File: src/rtl/huffman_pkg.sv
`default_nettype none
// ============================================================================
//  Module   : huffman_pkg
//  Purpose  : Shared constants and state encoding for the Huffman packer.
//  Revision : 1.0  initial release
// ============================================================================
package huffman_pkg;

    localparam int NSYM         = 6;           // symbol values 1..NSYM
    localparam int CODE_W       = 8;           // width of HCn / Mn
    localparam int MAX_CODE_LEN = CODE_W - 1;  // longest legal code
    localparam int BYTE_W       = 8;           // output byte width
    localparam int ACC_W        = 15;          // >= 2*MAX_CODE_LEN+1
    localparam int CNT_W        = 4;           // holds 0..14 valid bits

    typedef enum logic [1:0] {
        ST_IDLE  = 2'd0,
        ST_RUN   = 2'd1,
        ST_FLUSH = 2'd2,
        ST_DONE  = 2'd3
    } state_t;

endpackage
`default_nettype wire

File: src/rtl/huffman_len_decode.sv
`default_nettype none
// ============================================================================
//  Module   : huffman_len_decode
//  Purpose  : Mask -> code length (population count of an 8-bit mask).
//  Revision : 1.0  initial release
// ============================================================================
module huffman_len_decode
    import huffman_pkg::*;
(
    input  logic [CODE_W-1:0] mask_i,
    output logic [CNT_W-1:0]  len_o
);

    // Count the set bits of the mask
    always_comb begin
        len_o = '0;
        for (int i = 0; i < CODE_W; i++) begin
            len_o = len_o + CNT_W'(mask_i[i]);
        end
    end

endmodule
`default_nettype wire

File: src/rtl/huffman_packer.sv
`default_nettype none
// ============================================================================
//  Module   : huffman_packer
//  Purpose  : Latches a six-entry Huffman table, encodes symbols 1..6 and
//             packs the codes MSB-first into a valid/ready byte stream, with
//             zero padding of the final byte at end of stream.
//  Options  : HUFF_PACKER_BITCNT_EN adds a saturating bit_count output.
//  Revision : 1.0  initial release
// ============================================================================
module huffman_packer
    import huffman_pkg::*;
(
    input  logic              clk,
    input  logic              reset,
    input  logic              code_valid,
    input  logic [CODE_W-1:0] HC1,
    input  logic [CODE_W-1:0] HC2,
    input  logic [CODE_W-1:0] HC3,
    input  logic [CODE_W-1:0] HC4,
    input  logic [CODE_W-1:0] HC5,
    input  logic [CODE_W-1:0] HC6,
    input  logic [CODE_W-1:0] M1,
    input  logic [CODE_W-1:0] M2,
    input  logic [CODE_W-1:0] M3,
    input  logic [CODE_W-1:0] M4,
    input  logic [CODE_W-1:0] M5,
    input  logic [CODE_W-1:0] M6,
    input  logic              sym_valid,
    input  logic [BYTE_W-1:0] sym_data,
    input  logic              sym_last,
    output logic              sym_ready,
    output logic              out_valid,
    output logic [BYTE_W-1:0] out_data,
    input  logic              out_ready,
    output logic              done,
    output logic              err_sym
`ifdef HUFF_PACKER_BITCNT_EN
    ,
    output logic [15:0]       bit_count
`endif
);

    logic [CODE_W-1:0] w_hc_in  [NSYM];
    logic [CODE_W-1:0] w_m_in   [NSYM];
    logic [CNT_W-1:0]  w_len_in [NSYM];

    logic [CODE_W-1:0] hc_q  [NSYM];
    logic [CNT_W-1:0]  len_q [NSYM];

    state_t            state_q, state_d;
    logic [ACC_W-1:0]  acc_q, acc_d;
    logic [CNT_W-1:0]  cnt_q, cnt_d;
    logic              out_valid_q, out_valid_d;
    logic [BYTE_W-1:0] out_data_q, out_data_d;
    logic              err_q, err_d;

    logic              w_load;
    logic              w_sym_fire;
    logic              w_out_fire;
    logic              w_sym_ok;
    logic [CODE_W-1:0] w_sel_hc;
    logic [CNT_W-1:0]  w_sel_len;
    logic [CNT_W-1:0]  w_shamt;
    logic [ACC_W-1:0]  w_ins;
    logic              w_has_byte;
    logic              w_has_tail;

    assign w_hc_in[0] = HC1;  assign w_m_in[0] = M1;
    assign w_hc_in[1] = HC2;  assign w_m_in[1] = M2;
    assign w_hc_in[2] = HC3;  assign w_m_in[2] = M3;
    assign w_hc_in[3] = HC4;  assign w_m_in[3] = M4;
    assign w_hc_in[4] = HC5;  assign w_m_in[4] = M5;
    assign w_hc_in[5] = HC6;  assign w_m_in[5] = M6;

    generate
        for (genvar g = 0; g < NSYM; g++) begin : g_len
            huffman_len_decode u_len (
                .mask_i (w_m_in[g]),
                .len_o  (w_len_in[g])
            );
        end
    endgenerate

    assign w_load     = (state_q == ST_IDLE) && code_valid;
    assign sym_ready  = (state_q == ST_RUN) && (cnt_q < CNT_W'(BYTE_W));
    assign w_sym_fire = sym_valid && sym_ready;
    assign w_out_fire = out_valid_q && out_ready;
    assign w_has_byte = cnt_q >= CNT_W'(BYTE_W);
    assign w_has_tail = (cnt_q != '0) && !w_has_byte;

    assign out_valid  = out_valid_q;
    assign out_data   = out_data_q;
    assign done       = (state_q == ST_DONE);
    assign err_sym    = err_q;

    // Look up the offered symbol in the latched table
    always_comb begin
        w_sym_ok  = 1'b0;
        w_sel_hc  = '0;
        w_sel_len = '0;
        for (int i = 0; i < NSYM; i++) begin
            if (sym_data == BYTE_W'(i + 1)) begin
                w_sym_ok  = 1'b1;
                w_sel_hc  = hc_q[i];
                w_sel_len = len_q[i];
            end
        end
    end

    // Left-aligned insert position; cnt < 8 and len <= 8 keep this >= 0
    assign w_shamt = CNT_W'(ACC_W) - cnt_q - w_sel_len;
    assign w_ins   = ACC_W'(w_sel_hc) << w_shamt;

    // Table registers, written only on a load from IDLE
    always_ff @(posedge clk or posedge reset) begin
        if (reset) begin
            for (int i = 0; i < NSYM; i++) begin
                hc_q[i]  <= '0;
                len_q[i] <= '0;
            end
        end else if (w_load) begin
            for (int i = 0; i < NSYM; i++) begin
                hc_q[i]  <= w_hc_in[i];
                len_q[i] <= w_len_in[i];
            end
        end
    end

    // Next-state, accumulator and output-byte logic
    always_comb begin
        state_d     = state_q;
        acc_d       = acc_q;
        cnt_d       = cnt_q;
        out_valid_d = out_valid_q;
        out_data_d  = out_data_q;
        err_d       = err_q;

        case (state_q)
            ST_IDLE: begin
                if (code_valid) begin
                    state_d = ST_RUN;
                    acc_d   = '0;
                    cnt_d   = '0;
                    err_d   = 1'b0;
                end
            end
            ST_RUN: begin
                if (w_sym_fire) begin
                    if (!w_sym_ok) begin
                        err_d = 1'b1;
                    end else if (w_sel_len != '0) begin
                        acc_d = acc_q | w_ins;
                        cnt_d = cnt_q + w_sel_len;
                    end
                    if (sym_last) begin
                        state_d = ST_FLUSH;
                    end
                end
            end
            ST_FLUSH: begin
                if (!out_valid_q && (cnt_q == '0)) begin
                    state_d = ST_DONE;
                end
            end
            ST_DONE: begin
                state_d = ST_IDLE;
            end
            default: begin
                state_d = ST_IDLE;
            end
        endcase

        // A byte is never offered while a symbol is accepted: an offered
        // byte implies cnt >= 8, which already holds sym_ready low.
        if (w_out_fire) begin
            acc_d       = acc_q << BYTE_W;
            cnt_d       = w_has_byte ? (cnt_q - CNT_W'(BYTE_W)) : '0;
            out_valid_d = 1'b0;
        end else if (!out_valid_q &&
                     (((state_q == ST_RUN || state_q == ST_FLUSH) && w_has_byte) ||
                      ((state_q == ST_FLUSH) && w_has_tail))) begin
            // Bits below cnt are always zero, so the tail byte is pre-padded
            out_valid_d = 1'b1;
            out_data_d  = acc_q[ACC_W-1 -: BYTE_W];
        end
    end

    // State, accumulator and output registers
    always_ff @(posedge clk or posedge reset) begin
        if (reset) begin
            state_q     <= ST_IDLE;
            acc_q       <= '0;
            cnt_q       <= '0;
            out_valid_q <= 1'b0;
            out_data_q  <= '0;
            err_q       <= 1'b0;
        end else begin
            state_q     <= state_d;
            acc_q       <= acc_d;
            cnt_q       <= cnt_d;
            out_valid_q <= out_valid_d;
            out_data_q  <= out_data_d;
            err_q       <= err_d;
        end
    end

`ifdef HUFF_PACKER_BITCNT_EN
    logic [15:0] bitcnt_q, bitcnt_d;
    logic [16:0] w_bc_sum;

    assign w_bc_sum  = {1'b0, bitcnt_q} + 17'(w_sel_len);
    assign bit_count = bitcnt_q;

    // Saturating count of code bits appended since the last table load
    always_comb begin
        bitcnt_d = bitcnt_q;
        if (w_load) begin
            bitcnt_d = '0;
        end else if (w_sym_fire && w_sym_ok) begin
            bitcnt_d = w_bc_sum[16] ? 16'hFFFF : w_bc_sum[15:0];
        end
    end

    // Bit counter register
    always_ff @(posedge clk or posedge reset) begin
        if (reset) begin
            bitcnt_q <= '0;
        end else begin
            bitcnt_q <= bitcnt_d;
        end
    end
`endif

endmodule
`default_nettype wire

File: config.mk
export PLATFORM = sky130hd
export DESIGN_NAME = huffman_packer
export DESIGN_NICKNAME = d
export VERILOG_FILES = /design/src/rtl/huffman_pkg.sv /design/src/rtl/huffman_len_decode.sv /design/src/rtl/huffman_packer.sv
export SDC_FILE = /design/constraint.sdc
export NUM_CORES = 1
export LEC_CHECK = 0
export CORE_MARGIN = 2
export CORE_UTILIZATION = 46
export DETAILED_ROUTE_END_ITERATION = 8
export PLACE_DENSITY = 0.82
export SLEW_MARGIN = 25
export SYNTH_ARGS = -nofsm -noshare
export SYNTH_HDL_FRONTEND = slang
export SYNTH_SLANG_ARGS = --single-unit
File: constraint.sdc
create_clock -name clk -period 4.2 [get_ports clk]
set_input_delay 0.42 -clock clk [delete_from_list [all_inputs] [get_ports clk]]
set_output_delay 0.42 -clock clk [all_outputs]
set_load 0.01 [all_outputs]
; After elaboration in Yosys (flattened, before gate mapping)
; Index checks and enable logic that the tools add are counted.
[word_totals]
ramBits = 0
n_memories = 0
mem_bits_ro = 0
register_bits = 103
latchBits = 0
[classes]
n_eq_ne = 18
multipliers = 0
magnitude_cmp = 2
n_reduce_logical = 24
shifts = 1
n_bitwise = 2
addsub = 46
n_div = 0
muxes = 42
[op_table]
columns = cell, count
row1 = adder 4 x 1 -> 4 bit, 36
row2 = 2-to-1 mux 15 bit, 5
row3 = 2-to-1 mux 4 bit, 12
row4 = 2-to-1 mux 8 bit, 6
row5 = one-hot mux 15 bit (2 select lines), 1
row6 = equality test 8 x 3 -> 1 bit (second input constant), 3
row7 = equality test 8 x 2 -> 1 bit (second input constant), 2
row8 = OR 15 bit, 1
row9 = left shift 8 x 4 -> 15 bit, 1
row10 = adder 1 x 1 -> 2 bit, 6
row11 = 2-to-1 mux 1 bit, 11
row12 = != test 2 bit (second input constant), 5
row13 = logical AND 1 bit, 9
row14 = != test 3 bit (second input constant), 3
row15 = equality test 8 x 1 -> 1 bit (second input constant), 1
row16 = 2-to-1 mux 2 bit, 4
row17 = one-hot mux 2 bit (4 select lines), 1
row18 = one-hot mux 4 bit (2 select lines), 1
row19 = AND reduction 4 bit, 2
row20 = nonzero test 4 bit, 2
row21 = AND reduction 5 bit, 1
row22 = adder 4 bit, 1
row23 = equality test 2 bit (second input constant), 2
row24 = greater-or-equal comparator 4 bit (second input constant), 1
row25 = other kinds (15), 18

; Longest topological paths before layout
; Gate-level depths: netlist of run 1.
[logic_depth]
depth_word = 15
depth_mapped = 14
ltp_nobuf = 12

; Cells and area by module
; Synthesis of run 1 repeated with hierarchy kept, for this count alone.
[unflattened]
hier_cells = 626
area_unflattened_um2 = 6626.4
[modules_own_cells]
columns = mod, cells_per_inst, seq_area_each_um2, area_per_inst_um2, n_inst
row1 = huffman_packer, 482, 2577.5, 5485.3, 1
row2 = huffman_len_decode, 24, 0.0, 190.2, 6

; Worst setup path after synthesis of run 1
; OpenSTA, ideal clock, no wires.
[synth_timing]
path_kind = in2reg
start = in sym_data[3]
end = reg acc_q[12]
path_stages = 11
path_slack_ns = 0.852
required_time_ns = 4.105
setup_time_ns = 0.095
arrival_ns = 3.252
path_cell_list = or4_4 nor2_2 and3_1 ha_1 fa_1 clkbuf_1 inv_1 mux2_2 a2bb2oi_1 mux2_2 o31ai_1
[synth_between]
elab_chain_len = 15
word_cells_on_any_way = 36
cone_classes = add/sub: 1 / eq/ne: 8 / shift: 1 / mux: 23 / bitwise: 1 / reduce/logical: 2
[synth_lines]
columns = item, line
row1 = start: declaration, huffman_packer.sv:29  ; input logic [BYTE_W-1:0] sym_data,
row2 = equality test 8 x 1 -> 1 bit, huffman_packer.sv:102  ; if (sym_data == BYTE_W'(i + 1)) begin
row3 = 2-to-1 mux 4 bit (6 in series), huffman_packer.sv:102
row4 = subtractor 4 bit, huffman_packer.sv:111  ; assign w_shamt = CNT_W'(ACC_W) - cnt_q - w_sel_len;
row5 = left shift 8 x 4 -> 15 bit, huffman_packer.sv:112  ; assign w_ins = ACC_W'(w_sel_hc) << w_shamt;
row6 = OR 15 bit, huffman_packer.sv:152  ; acc_d = acc_q | w_ins;
row7 = 2-to-1 mux 15 bit, huffman_packer.sv:151  ; end else if (w_sel_len != '0) begin
row8 = 2-to-1 mux 15 bit, huffman_packer.sv:149  ; if (!w_sym_ok) begin
row9 = 2-to-1 mux 15 bit, huffman_packer.sv:148  ; if (w_sym_fire) begin
row10 = one-hot mux 15 bit (2 select lines), huffman_packer.sv:138  ; case (state_q)
row11 = 2-to-1 mux 15 bit, huffman_packer.sv:175  ; if (w_out_fire) begin
row12 = end signal: assignment, huffman_packer.sv:192  ; acc_q <= '0;
row13 = end signal: assignment, huffman_packer.sv:199  ; acc_q <= acc_d;
row14 = end: declaration, huffman_packer.sv:51  ; logic [ACC_W-1:0] acc_q, acc_d;
; Several ways; a longest one is shown, not always the timed one. The select of a mux whose other input is x is not followed.
; A chain may end at the register's enable or synchronous reset.

; Worst setup path in the final report of run 1
[layout_timing]
start = in sym_data[1]
end = reg acc_q[12]
; The elaborated chain is that of the path after synthesis.

==> metrics, run 1 <==
drt drc 0; Buf+Inv Stages, Crit Path 3; Max-slew headroom 0.402; Reg-to-Reg Start len_q[12]; Initial Util 0.475; post-synth net total 866; CP cell instances clkdlybuf4s50_1 -> buf_4 -> mux2_2 -> a221o_1 -> and3_1 -> fa_1 -> inv_1 -> mux2_2 -> a2bb2oi_1 -> mux2_2 -> o31ai_1; kind of critical path input port to flip-flop; IO Pins 122; Synth Area per Inst 9.08 µm²; wire per inst 15.0 µm; CP startpoint kind input port; Seq cells post-synth 103; post-DP HPWL 11400 µm; Post-Synth Adder-Cell Area 0.139; hold depth 2; buffers added on ports 121; M1 GR Usage 0.281; mux cell area share after synthesis 0.0694; met2 usage 0.365; GR peak layer met2; Max-Cap Viols 0; FF-to-FF setup slack 880 ps; Power Dens Cells 452 nW/µm²; TritonCTS clock tree yes; largest net degree at the start of global routing 85; outcome finished clean; CP arrival 3920 ps; Worst-Margin Slew 898 ps; Ant. Diodes 0; GR Layer Usage met3 0.0389; Hold Startpoint hc_q[29]; slowest cell on the critical path clkdlybuf4s50_1; Max stage delay on crit path 500 ps; row count 42; HP Class flip-flop to flip-flop; CTS Hold Bufs 0; largest family of logic cells by synthesized area simple AND/OR/NAND/NOR gates; worst hold endpoint hc_q[29]; DRT Pass-1 Iters 5; Layout Nets 980; Synth warnings 0; Sum Neg Setup Slack 0 ps; Mapped Cells 701; Hold Fails Final Rpt 0; CP top delay family multiplexers; total grt overflow 0; Via density 5.21; antenna violations before repair 0; Resize count post-CTS 0; library cells used by synthesis 54; final critical-path required period 3690 ps; worst reg-to-reg path cell count 10; VDD IR max 0.232 mV; final wirelength 14900 µm; reg2reg end acc_q[12]; post-route setup slack 506 ps; die span in y 122 µm; pre-CTS setup slack 214 ps; share of cells above drive strength 1 0.0878; Lkg Pwr 0.00389 µW; Root Buffer Master clkbuf_16; Post-Synth Simple-Gate Area 0.181; global-route wire length before repair 25400 µm; asr flop ratio synth 1.00; area grow syn2layout 27.0%; Routed Antenna Nets 0; Power, Total 3650 µW; clock-pin transition on the worst setup and hold timing paths 80 ps; period utilisation layout 0.880; htree depth 3; WHS 479 ps; Worst path most repeated cell mux2_2; clock latency on the worst-skew pair 350 ps; Crit Path Max Fanout 32; Max Slew Vio Count 0; number of synthesized flops with an enable pin 0; CTS Buffer Depth 2; cts bufs inserted 9; core area 13400 µm²; # clock sinks 103; XOR/XNOR Fraction of Synth Area 0.0165; ys flop type dfrtp_1; routed via count 5187; Post-Syn Area 6370 µm²; commonest non-fill, non-tap cells in the layout 206 x nand2_1, 121 x clkdlybuf4s50_1, 103 x dfrtp_1; Chip Width 122 µm; routability cong. 0.921; die area 14800 µm²; Initial DRC Count 376; clk_skew 9.65 ps; Required @ worst endpoint 4430 ps; post-CTS setup buffer count 0; Setup violations, final 0; Global Route Usage Sum 0.216; Achievable Freq 271 MHz; number of global-route vias before repair 5430; crit end category flip-flop; RSZ-0062 raised after global routing false; Synth Area in Compound Gates 0.123; sequential fraction of the synthesis area 0.405; commonest non-fill, non-tap cell in the layout nand2_1
==> tightest hold or removal path, stage by stage (launching register included) <==
cell and delay (ps):
dfrtp_1 340, nand2_1 50, nand2_1 60
==> cells by family (layout without fill, tap and decap cells) <==
logic type / after synthesis / in the layout
AO/OA/AOI/OAI: 112 / 112
XOR/XNOR: 12 / 12
adder cells (fa/ha/maj): 55 / 55
buffers and inverters: 107 / 226
flip-flops: 103 / 103
multiplexers: 41 / 41
AND/OR/NAND/NOR: 271 / 271
==> where the power goes <==
part / internal (µW) / switching [µW]
combinational: 558 / 720
sequential: 1320 / 183
clock: 477 / 398
total: 2350 / 1300
==> cells in the mapped netlist (all sizes together), types with 2 or more instances <==
cell     instances  area share
fa              26       0.082
o211ai           4      0.0047
xor2             7      0.0096
nand2b           2      0.0020
nand3b           4      0.0047
xnor2            5      0.0069
a22oi            8      0.0094
nand3           10      0.0098
a32oi            2      0.0028
ha              29       0.057
dfrtp          103        0.40
a22o             5      0.0069
and3             7      0.0069
buf             10      0.0090
clkbuf          23       0.014
a2bb2oi          2      0.0028
o22ai            3      0.0029
a221oi           4      0.0055
o31a             2      0.0028
nor4             2      0.0029
o21ai           35       0.028
nor2b            6      0.0059
or2              5      0.0049
inv             74       0.044
mux2i           16       0.025
nand2          207        0.12
or4              2      0.0029
nor3             5      0.0039
nand4            2      0.0020
a221o            8       0.013
o221ai           4      0.0055
a31o             5      0.0069
a31oi            2      0.0020
and2             2      0.0020
nor2            15      0.0092
o31ai            7      0.0083
mux2            25       0.044
a21oi           15       0.012
==> area by class of cell <==
| cell class | instances | area, µm² |
|---|---|---|
| repair buffers | 136 | 1320 |
| well taps | 176 | 220 |
| clock buffers | 9 | 225 |
| flip-flops and latches | 103 | 2580 |
| multi-input cells | 491 | 3370 |
| fillers | 1163 | 5310 |
| inverters | 74 | 283 |
| clock inverters | 7 | 86.3 |
==> sequential cells by signal, summed over array words and instances (netlist names) <==
register and flops:
state_q 2, hc_q 48, len_q 24, out_valid 1, err_sym 1, cnt_q 4
out_data 8, acc_q 15
==> how the worst max path moves through the flow <==
stage,start,end,cells past startpoint
after CTS,sym_data[1],acc_q[12],11
after floorplan,sym_data[3],acc_q[12],11
after global placement,sym_data[1],acc_q[12],11
after global routing,sym_data[1],acc_q[2],16
final,sym_data[1],acc_q[12],11
after detailed placement,sym_data[1],acc_q[12],11
==> through the flow <==
step	utilization	cell area, µm²	instances
floorplan	-	6370	701
global route	0.604	8090	996
global placement	0.580	7770	980
finish	0.604	8090	996
CTS	0.603	8090	996
detailed placement	0.580	7770	980
==> routing by layer <==
metal / wire length [µm] / vias to the layer above
met1: 6540 / 2457
met5: 0 / -
li1: - / 2549
met3: 819 / 24
met2: 7300 / 157
met4: 279 / 0
No activity file was read; power rests on OpenSTA's default activity.
==> inputs of run 2 (changes only) <==
--- a/config.mk
+++ b/config.mk
@@ -8,6 +8,7 @@
 export CORE_MARGIN = 2
 export CORE_UTILIZATION = 46
 export DETAILED_ROUTE_END_ITERATION = 8
+export MAX_ROUTING_LAYER = met4
 export PLACE_DENSITY = 0.82
 export SLEW_MARGIN = 25
 export SYNTH_ARGS = -nofsm -noshare
==> run 2 against run 1 <==
  * Largest power group unchanged
  * Clock skew rose by 1.4 ps
  * Sequential cell count is the same
  * Critical endpoint unchanged
  * Global-route usage is 0.84 points higher
==> metrics, run 2 (synthesized netlist as in run 1, its figures left out) <==
outcome finished clean; core area 13400 µm²; Power Dens Cells 441 nW/µm²; CP startpoint kind input port; Layout Nets 980; antenna violations before repair 0; Finished Layout Cells 996; Max stage delay on crit path 490 ps; period utilisation layout 0.858; # clock sinks 103; largest net degree at the start of global routing 84; cts bufs inserted 9; VDD IR max 0.212 mV; M1 GR Usage 0.291; Lkg Pwr 0.00386 µW; CTS Hold Bufs 0; GR peak layer met2; clock latency on the worst-skew pair 350 ps; DRT Pass-1 Iters 5; Sum Neg Setup Slack 0 ps; final critical-path required period 3600 ps; Worst path most repeated cell mux2_2; kind of critical path input port to flip-flop; final wirelength 15100 µm; RSZ-0062 raised after global routing false; worst reg-to-reg path cell count 10; slowest cell on the critical path clkdlybuf4s50_1; Chip Width 122 µm; Fillers 1140; commonest non-fill, non-tap cells in the layout 206 x nand2_1, 121 x clkdlybuf4s50_1, 103 x dfrtp_1; Hold Fails Final Rpt 0; htree depth 3; wire per inst 15.1 µm; clock-pin transition on the worst setup and hold timing paths 70 ps; commonest non-fill, non-tap cell in the layout nand2_1; met2 usage 0.361; CP arrival 3850 ps; GR Layer Usage met3 0.0337; CP cell instances clkdlybuf4s50_1 -> buf_4 -> mux2_2 -> a221o_1 -> and3_1 -> fa_1 -> inv_1 -> mux2_2 -> a2bb2oi_1 -> mux2_2 -> o31ai_1; Max-slew headroom 0.420; total grt overflow 0; clk_skew 11.0 ps; HP Class flip-flop to flip-flop; Ant. Diodes 0; hold depth 2; Via density 5.27; routability cong. 0.945; routed via count 5248; Most flops, register hc_q; CTS Buffer Depth 2; Achievable Freq 278 MHz; placed cell count 980; Initial DRC Count 360; Worst-Margin Slew 870 ps; Routed Antenna Nets 0; Resize count post-CTS 0; Root Buffer Master clkbuf_16; global-route wire length before repair 25400 µm; Max-Cap Viols 0; IO Pins 122; crit end category flip-flop; die area 14800 µm²; share of cells above drive strength 1 0.0854; post-CTS setup buffer count 0; TritonCTS clock tree yes; Global Route Usage Sum 0.224; post-DP HPWL 11400 µm; Setup violations, final 0; Max Slew Vio Count 0; area grow syn2layout 26.3%; max reg flops 48; row count 42; Crit Path Max Fanout 32; number of global-route vias before repair 5405; drt drc 0; die span in y 122 µm; largest registers hc_q x48, len_q x24, acc_q x15; Required @ worst endpoint 4450 ps; buffers added on ports 121; Initial Util 0.475
-- run 2: cell type report --
cell class / instances / area, µm² / area share
Sequential cell: 103 / 2580 / 0.320
Multi-Input combinational cell: 491 / 3370 / 0.419
Clock inverter: 5 / 33.8 / 0.00420
Tap cell: 176 / 220 / 0.0274
Inverter: 74 / 283 / 0.0352
Clock buffer: 11 / 233 / 0.0289
Timing Repair Buffer: 136 / 1320 / 0.165
-- run 2: critical path: cells and delay by family --
kind                       cells  cell delay, ps
adders and majority gates      1             480
buffers and inverters          3             990
AOI/OAI and AO/OA              3             670
muxes                          3            1060
and+or+nand+nor                1             230
-- run 2: final timing paths --
path	from	to	slack [ps]
worst max-delay path	sym_data[1]	acc_q[12]	600
worst min-delay path	len_q[20]	len_q[20]	470
worst max register to register	len_q[12]	acc_q[12]	990
worst min register to register	len_q[20]	len_q[20]	470
max in group asynchronous	reset	hc_q[20]	2860
min in group asynchronous	reset	hc_q[38]	570
-- run 2: where the power goes --
group | internal (µW) | leakage [µW] | switching [µW]
Clock | 403 | 0.000126 | 368
Combinational | 560 | 0.00240 | 719
Sequential | 1320 | 0.00134 | 180
-- run 2: per-layer routing --
layer  up-vias  routed length [µm]
met4         0                 331
met3        29                 700
met2       141                7430
met1      2547                6620
li1       2531                   -
met5         -                   0
-- run 2: per-stage QoR --
step | total power (µW) | setup WS, ps | hold WS, ps | utilization | instance area (µm²)
after floorplan | 2360 | 852 | 440 | - | 6370
after global placement | 2750 | 317 | 455 | 0.580 | 7770
after detailed placement | 2790 | 257 | 458 | 0.580 | 7770
after CTS | 3580 | 605 | 475 | 0.600 | 8040
after global routing | 3830 | 373 | 497 | 0.600 | 8040
final | 3550 | 598 | 470 | 0.600 | 8040
